### src/rtl/uart8_receiver_if.sv
`timescale 1ns/1ps
// Receiver-side signal bundle: enable and serial line in, received byte and strobes out.
interface uart8_receiver_if;
    logic       en;
    logic       in;
    logic [7:0] out;
    logic       done;
    logic       err;
    logic       busy;

    modport master (
        output en,
        output in,
        input  out,
        input  done,
        input  err,
        input  busy
    );

    modport slave (
        input  en,
        input  in,
        output out,
        output done,
        output err,
        output busy
    );
endinterface

### src/rtl/uart8_receiver.sv
`timescale 1ns/1ps
// 8N1 UART receiver on an oversampled clock: 2-flop rx synchroniser, start bit validated
// at mid-bit, data/stop sampled at mid-bit, one-cycle done/err strobes.
module uart8_receiver #(
    parameter int unsigned OVERSAMPLE = 16
) (
    input logic             clk,
    input logic             rst_n,
    uart8_receiver_if.slave rx_if
);
    localparam int unsigned     CntW    = $clog2(OVERSAMPLE);
    localparam logic [CntW-1:0] CntHalf = CntW'(OVERSAMPLE / 2 - 1);
    localparam logic [CntW-1:0] CntFull = CntW'(OVERSAMPLE - 1);

    typedef enum logic [1:0] {StIdle, StStart, StData, StStop} state_e;

    state_e          state_q, state_d;
    logic [1:0]      sync_q;
    logic            rx_s;
    logic            armed_q, armed_d;
    logic [CntW-1:0] cnt_q, cnt_d;
    logic [2:0]      bit_q, bit_d;
    logic [7:0]      shift_q, shift_d;
    logic [7:0]      out_q, out_d;
    logic            done_q, done_d;
    logic            err_q, err_d;
    logic            busy_q, busy_d;
    logic            cnt_half, cnt_full;

    // Synchroniser keeps running regardless of en; resets to the idle (high) line level.
    always_ff @(posedge clk or negedge rst_n) begin
        if (!rst_n) begin
            sync_q <= 2'b11;
        end else begin
            sync_q <= {sync_q[0], rx_if.in};
        end
    end

    assign rx_s     = sync_q[1];
    assign cnt_half = (cnt_q == CntHalf);
    assign cnt_full = (cnt_q == CntFull);

    always_ff @(posedge clk or negedge rst_n) begin
        if (!rst_n) begin
            state_q <= StIdle;
            armed_q <= 1'b0;
            cnt_q   <= '0;
            bit_q   <= '0;
            shift_q <= '0;
            out_q   <= '0;
            done_q  <= 1'b0;
            err_q   <= 1'b0;
            busy_q  <= 1'b0;
        end else begin
            state_q <= state_d;
            armed_q <= armed_d;
            cnt_q   <= cnt_d;
            bit_q   <= bit_d;
            shift_q <= shift_d;
            out_q   <= out_d;
            done_q  <= done_d;
            err_q   <= err_d;
            busy_q  <= busy_d;
        end
    end

    always_comb begin
        state_d = state_q;
        armed_d = armed_q;
        cnt_d   = cnt_q + CntW'(1);
        bit_d   = bit_q;
        shift_d = shift_q;

        unique case (state_q)
            StIdle: begin
                cnt_d = '0;
                // Arming only on a high line stops a stuck-low line from retriggering.
                if (rx_s) begin
                    armed_d = 1'b1;
                end else if (armed_q) begin
                    state_d = StStart;
                    armed_d = 1'b0;
                end
            end
            StStart: begin
                if (cnt_half) begin
                    cnt_d   = '0;
                    bit_d   = '0;
                    state_d = rx_s ? StIdle : StData;
                end
            end
            StData: begin
                if (cnt_full) begin
                    cnt_d          = '0;
                    shift_d[bit_q] = rx_s;
                    if (bit_q == 3'd7) begin
                        state_d = StStop;
                    end else begin
                        bit_d = bit_q + 3'd1;
                    end
                end
            end
            StStop: begin
                // Leaving mid-stop-bit lets a back-to-back start bit be caught.
                if (cnt_full) begin
                    cnt_d   = '0;
                    state_d = StIdle;
                end
            end
            default: begin
                state_d = StIdle;
                cnt_d   = '0;
            end
        endcase

        if (!rx_if.en) begin
            state_d = StIdle;
            armed_d = 1'b0;
            cnt_d   = '0;
            bit_d   = '0;
        end
    end

    always_comb begin
        out_d  = out_q;
        done_d = 1'b0;
        err_d  = 1'b0;
        busy_d = busy_q;

        unique case (state_q)
            StIdle: begin
                busy_d = 1'b0;
            end
            StStart: begin
                if (cnt_half && !rx_s) begin
                    busy_d = 1'b1;
                end
            end
            StData: begin
                busy_d = 1'b1;
            end
            StStop: begin
                if (cnt_full) begin
                    busy_d = 1'b0;
                    if (rx_s) begin
                        out_d  = shift_q;
                        done_d = 1'b1;
                    end else begin
                        err_d = 1'b1;
                    end
                end
            end
            default: begin
                busy_d = 1'b0;
            end
        endcase

        if (!rx_if.en) begin
            out_d  = out_q;
            done_d = 1'b0;
            err_d  = 1'b0;
            busy_d = 1'b0;
        end
    end

    assign rx_if.out  = out_q;
    assign rx_if.done = done_q;
    assign rx_if.err  = err_q;
    assign rx_if.busy = busy_q;

endmodule
### src/flat_wrapper.sv
// flat-port wrapper written by rule: the top's interface ports become plain ports
module uart8_receiver_flat 
#(
    parameter int unsigned OVERSAMPLE = 16
)
  (clk, rst_n, rx_if_en, rx_if_in, rx_if_out, rx_if_done, rx_if_err, rx_if_busy);
  uart8_receiver_if rx_if_i ();
  input logic clk;
  input logic rst_n;
  input wire logic [$bits(rx_if_i.en)-1:0] rx_if_en;
  input wire logic [$bits(rx_if_i.in)-1:0] rx_if_in;
  output wire logic [$bits(rx_if_i.out)-1:0] rx_if_out;
  output wire logic [$bits(rx_if_i.done)-1:0] rx_if_done;
  output wire logic [$bits(rx_if_i.err)-1:0] rx_if_err;
  output wire logic [$bits(rx_if_i.busy)-1:0] rx_if_busy;
  assign rx_if_i.en = rx_if_en;
  assign rx_if_i.in = rx_if_in;
  assign rx_if_out = rx_if_i.out;
  assign rx_if_done = rx_if_i.done;
  assign rx_if_err = rx_if_i.err;
  assign rx_if_busy = rx_if_i.busy;
  uart8_receiver #(.OVERSAMPLE(OVERSAMPLE)) u_core (.clk(clk), .rst_n(rst_n), .rx_if(rx_if_i));
endmodule
### config.mk
export PLATFORM = sky130hd
export DESIGN_NAME = uart8_receiver_flat
export DESIGN_NICKNAME = d
export VERILOG_FILES = /design/src/rtl/uart8_receiver_if.sv /design/src/rtl/uart8_receiver.sv /design/src/flat_wrapper.sv
export SDC_FILE = /design/constraint.sdc
export NUM_CORES = 1
export LEC_CHECK = 0
export CAP_MARGIN = 10
export CORE_MARGIN = 5
export CORE_UTILIZATION = 35
export DETAILED_ROUTE_END_ITERATION = 8
export DONT_BUFFER_PORTS = 1
export PLACE_DENSITY = 0.58
export SLEW_MARGIN = 15
export SYNTH_ARGS = -nofsm -noshare
export SYNTH_HDL_FRONTEND = slang
export SYNTH_SLANG_ARGS = --single-unit
### constraint.sdc
create_clock -name clk -period 3 [get_ports clk]
set_clock_uncertainty 0.05 [all_clocks]
set_input_delay 0.3 -clock clk [delete_from_list [all_inputs] [get_ports clk]]
set_output_delay 0.3 -clock clk [all_outputs]
set_load 0.05 [all_outputs]
* Word level (Yosys, flattened, before mapping) *
Cells that the tools add are included.

cells by class
  add/sub/neg operators = 2
  $lt $le $gt $ge = 2
  equal/unequal tests = 16
  muxes and demuxes = 35
  reductions and logical operators = 10

operators with widths
  cell                                                                           number
  3-bit by 2-bit != test with 1-bit output (second input constant)               6
  2-bit 2-to-1 mux                                                               8
  1-bit 2-to-1 mux                                                               14
  3-bit 2-to-1 mux                                                               4
  4-bit 2-to-1 mux                                                               3
  4-bit one-hot mux with 3 select lines                                          1
  8-bit bitwise mux                                                              1
  2-bit one-hot mux with 4 select lines                                          1
  4-bit AND reduction                                                            2
  3-bit != test (second input constant)                                          2
  3-bit one-hot mux with 2 select lines                                          1
  6-bit AND reduction                                                            1
  4-bit by 1-bit adder with 4-bit output (second input constant)                 1
  2-bit equality test (second input constant)                                    2
  4-bit by 3-bit equality test with 1-bit output (second input constant)         1
  4-bit equality test (second input constant)                                    1
  3-bit by 4-bit less-than comparator with 1-bit output (second input constant)  1
  1-bit one-hot mux with 4 select lines                                          1
  2-bit AND reduction                                                            2
  3-bit by 1-bit adder with 3-bit output (second input constant)                 1
  1-bit demux with 3-bit select                                                  1
  3-bit equality test (second input constant)                                    1
  3-bit by 1-bit >= comparator with 1-bit output (second input constant)         1
  3-bit by 1-bit != test with 1-bit output (second input constant)               1
  6 further kinds                                                                7

word-level totals
  bits in registers = 31
  word-level logic and storage cells = 75

* Logic depth before layout (Yosys ltp) *
  word-level depth = 5
  depth in mapped cells = 7
  depth with buffers taken out = 6

* Worst setup path before layout *
No wires, ideal clock.

  path type = flip-flop to flip-flop
  start point = register u_core.state_q[0]
  end point = register u_core.shift_q[4]
  library setup time = 0.125 ns
  arrival = 1.639 ns
  path slack = 1.186 ns
  cell stages (with the launch flop) = 7
  cell sequence = dfrtp_1 > inv_1 > ha_1 > clkbuf_1 > nand3b_1 > nor3b_1 > mux2_2

between the ends
  cells in the longest elaborated chain, start to end = 2

ends and longest elaborated chain
  item                           RTL line              source
  from (decl)                    uart8_receiver.sv:17  state_e state_q, state_d;
  from (signal assigned)         uart8_receiver.sv:45  state_q <= StIdle;
  from (signal assigned)         uart8_receiver.sv:55  state_q <= state_d;
  2-bit equality test            uart8_receiver.sv:74  unique case (state_q)
  2-bit AND reduction (no line)  -
  to (signal assigned)           uart8_receiver.sv:59  shift_q <= shift_d;
  to (decl)                      uart8_receiver.sv:23  logic [7:0] shift_q, shift_d;

Every way passes these cells.
A chain may end at the register's enable or synchronous reset.

* Worst setup path after layout *
  start point = register u_core.state_q[0]
  end point = register u_core.bit_q[0]

between the ends
  cells in the longest elaborated chain, start to end = 3
  elaborated cells on any way between the ends = 9
  those cells by class = 6 x eq/ne; 2 x mux; 1 x reduce/logical

ends and longest elaborated chain
  item                                                                                          RTL line              source
  2-bit by 1-bit equality test with 1-bit output / 2-bit equality test (equally long branches)  uart8_receiver.sv:74
  3-bit by 2-bit != test with 1-bit output (no line) (tied with other cells)                    -
  4-bit AND reduction (no line) / 3-bit 2-to-1 mux (equally long branches)                      -
  to (signal assigned)                                                                          uart8_receiver.sv:58  bit_q <= bit_d;
  to (decl)                                                                                     uart8_receiver.sv:22  logic [2:0] bit_q, bit_d;

Parallel ways exist; a longest one is shown, timed or not.

==> metrics.txt <==
most frequent cells in the layout=29 x dfrtp_1, 16 x mux2_2, 13 x nand2_1, 8 x ha_1, 7 x clkbuf_8; Nets=approximately 150; initial antenna violation count=0; CTS max path bufs=2; total CTS buffers=5; Die Area=0.00581 sq mm; min cycle time layout=between 1.5 and 2 ns; CP Launch Type=flop; aggregate global-route resource usage=0.103; P_int=around 0.7 mW; Placed Cells=between 150 and 200; DP HPWL=1840 um; Max Fclk=513 MHz; CTS root buffer=clkbuf_8; Tightest Hold Check Type=primary input to flop; Residual DRC=0; CTS clk-pin slew, worst paths=0.06 ns; first-pass GRT wire length=4820 um; placed instance area=0.00155 sq mm; First DRT Iteration DRCs=40; Post-Layout Cell Count=~190; worst-path fanout max=10; row cnt=24; WL per Instance=14.2 um; #FFs+latches synth=31; Die Span Y=76.2 um; run status=completed; final hold vios=0; Syn Nets=~150; post-synth cell types=35; Worst-Margin Slew=0.490 ns; post-synthesis to final-layout area growth=10.4%; Slew headroom=0.673; P_sw=0.284 mW; Synth Warn #=0; drt pass-1 iters=4; Initial Util=0.357; vias in the first global route=approximately 1,000; IO Count=15; Pwr Total=roughly 1.0 mW; global route overflow=0; mapped cell area=0.00153 sq mm; setup violators final=0; CP arrival=around 2.1 ns; post-route ant nets=0; Max Cap Viol=0; Place WS=roughly 1.1 ns; CP required=3.14 ns; setup TNS=0 ns; max-slew violations=0; Worst Setup End Kind=flop; n_diodes=0; largest net degree at the start of global routing=32; most common cell after layout, fill and taps aside=dfrtp_1; Hold WS=around 0.11 ns; H-tree depth=2; sequential power share=0.478; Synth Instances=between 100 and 150; GPL Wtd Cong=roughly 0.77; worst skew pair latency=~0.28 ns; Leak=0.800 nW; Final Util=0.395; RSZ-0062 raised after global routing=false; post-route cell area=0.00169 sq mm; drt total wl=2660 um; DR vias/cell=5.16; WS Path Type=flop to flop; CTS tree=yes; PD cells=~590 mW/mm^2; switching share of power=0.282; VDD IR-drop max=331 uV; Core Box Area=roughly 0.0043 sq mm; share of cells above drive strength 1=0.213; Avg Cell Area, Syn=11.4 sq um; via count=slightly below 1,000; Resized cells post-CTS=0; sequential share of the synthesized area=0.507; Clk pwr share=0.353; chip width=roughly 76 um; Logic pwr share=0.169; port buffer count=0; clk sinks=31; fin crit share=0.650; setup ws final=about 1.1 ns
-- power by group through the flow --
stage	sequential, mW	combinational, mW	clock [mW]
finish	0.480	0.170	0.354
global route	0.485	0.195	0.390
CTS	0.480	0.173	0.370
detailed placement	0.488	0.158	0
global placement	0.487	0.152	0
floorplan	0.481	0.133	0
-- worst paths after layout --
path / startpoint / to / slack (ns) / depth (start not counted)
max: u_core.state_q[0]$_DFFE_PN0P_ / u_core.bit_q[0]$_DFFE_PN0P_ / 1.05 / 6
min: rx_if_en / u_core.rx_if.busy$_DFFE_PN0P_ / 0.11 / 2
max reg2reg: u_core.state_q[0]$_DFFE_PN0P_ / u_core.bit_q[0]$_DFFE_PN0P_ / 1.05 / 6
min reg2reg: u_core.sync_q[0]$_DFF_PN1_ / u_core.sync_q[1]$_DFF_PN1_ / 0.31 / 0
max in group asynchronous: rst_n / u_core.sync_q[0]$_DFF_PN1_ / 2.23 / 2
min in group asynchronous: rst_n / u_core.cnt_q[2]$_DFF_PN0_ / 0.43 / 2
-- cell families (layout without fill, tap and decap cells) --
family          after synthesis  in the layout  synth area share
buf+inv                      13             15            0.0391
mux                          19             19             0.137
compound gates               10             10            0.0465
xor+xnor                      2              2            0.0114
fa+ha+maj                     8              8            0.0653
flops                        31             31             0.507
simple gates                 51             51             0.193
-- cells in the mapped netlist --
cell | count | area [sq um]
dfrtp_1 | 29 | 726
mux2_2 | 16 | 180
nand2_1 | 13 | 48.8
ha_1 | 8 | 100
nand3_1 | 6 | 30.0
nor2_1 | 6 | 22.5
nor3b_1 | 5 | 37.5
clkbuf_1 | 4 | 15.0
inv_1 | 4 | 15.0
a21boi_0 | 3 | 22.5
buf_2 | 3 | 15.0
mux2i_1 | 3 | 30.0
nand3b_1 | 3 | 22.5
nor3_1 | 3 | 15.0
a21oi_1 | 2 | 10.0
and3_1 | 2 | 12.5
buf_4 | 2 | 15.0
dfstp_2 | 2 | 52.6
nand4_1 | 2 | 12.5
nor2b_1 | 2 | 12.5
o21ai_0 | 2 | 10.0
a221o_1 | 1 | 10.0
a31oi_1 | 1 | 6.26
and2_1 | 1 | 6.26
and4_1 | 1 | 8.76
and4b_1 | 1 | 10.0
and4bb_2 | 1 | 12.5
nand2b_1 | 1 | 6.26
nand4_2 | 1 | 12.5
nand4b_1 | 1 | 8.76
o22ai_2 | 1 | 12.5
or4_1 | 1 | 7.51
or4b_1 | 1 | 10.0
xnor2_1 | 1 | 8.76
xor2_1 | 1 | 8.76
-- critical path, stage by stage (launching register included) --
cell and delay (ns):
dfrtp_1 0.46, inv_1 0.12, ha_1 0.33, and4bb_2 0.30
o21ai_0 0.30, nand2_1 0.10, a21boi_0 0.20
-- repair_timing --
item / in CTS / in global routing
endpoints found under the setup margin: 0 / 0
hold buffers: 3 / 0
buffers inserted: 0 / 0
endpoints found under the hold margin: 32 / 0
-- layer usage --
| layer | share of wire | GRT usage |
|---|---|---|
| met3 | 0.052 | 0.0437 |
| met5 | 0 | 0 |
| met4 | 0.0075 | 0.0367 |
| met2 | 0.46 | 0.155 |
| met1 | 0.48 | 0.130 |
-- sequential cells by signal (all words and copies together) (netlist names) --
register and flops:
u_core.rx_if.done 1, u_core.shift_q 8, u_core.rx_if.err 1, u_core.cnt_q 4, u_core.rx_if.busy 1, u_core.rx_if.out 8
u_core.armed_q 1, u_core.bit_q 3, u_core.state_q 2, u_core.sync_q 2
-- area by class of cell --
cell class,instances,area (sq um)
fillers,421,2600
flip-flops and latches,31,778
multi-input cells,90,696
clock buffers,8,100
well taps,52,65.1
repair buffers,3,40.0
inverters,4,15.0
No activity file was read; power rests on OpenSTA's default activity.
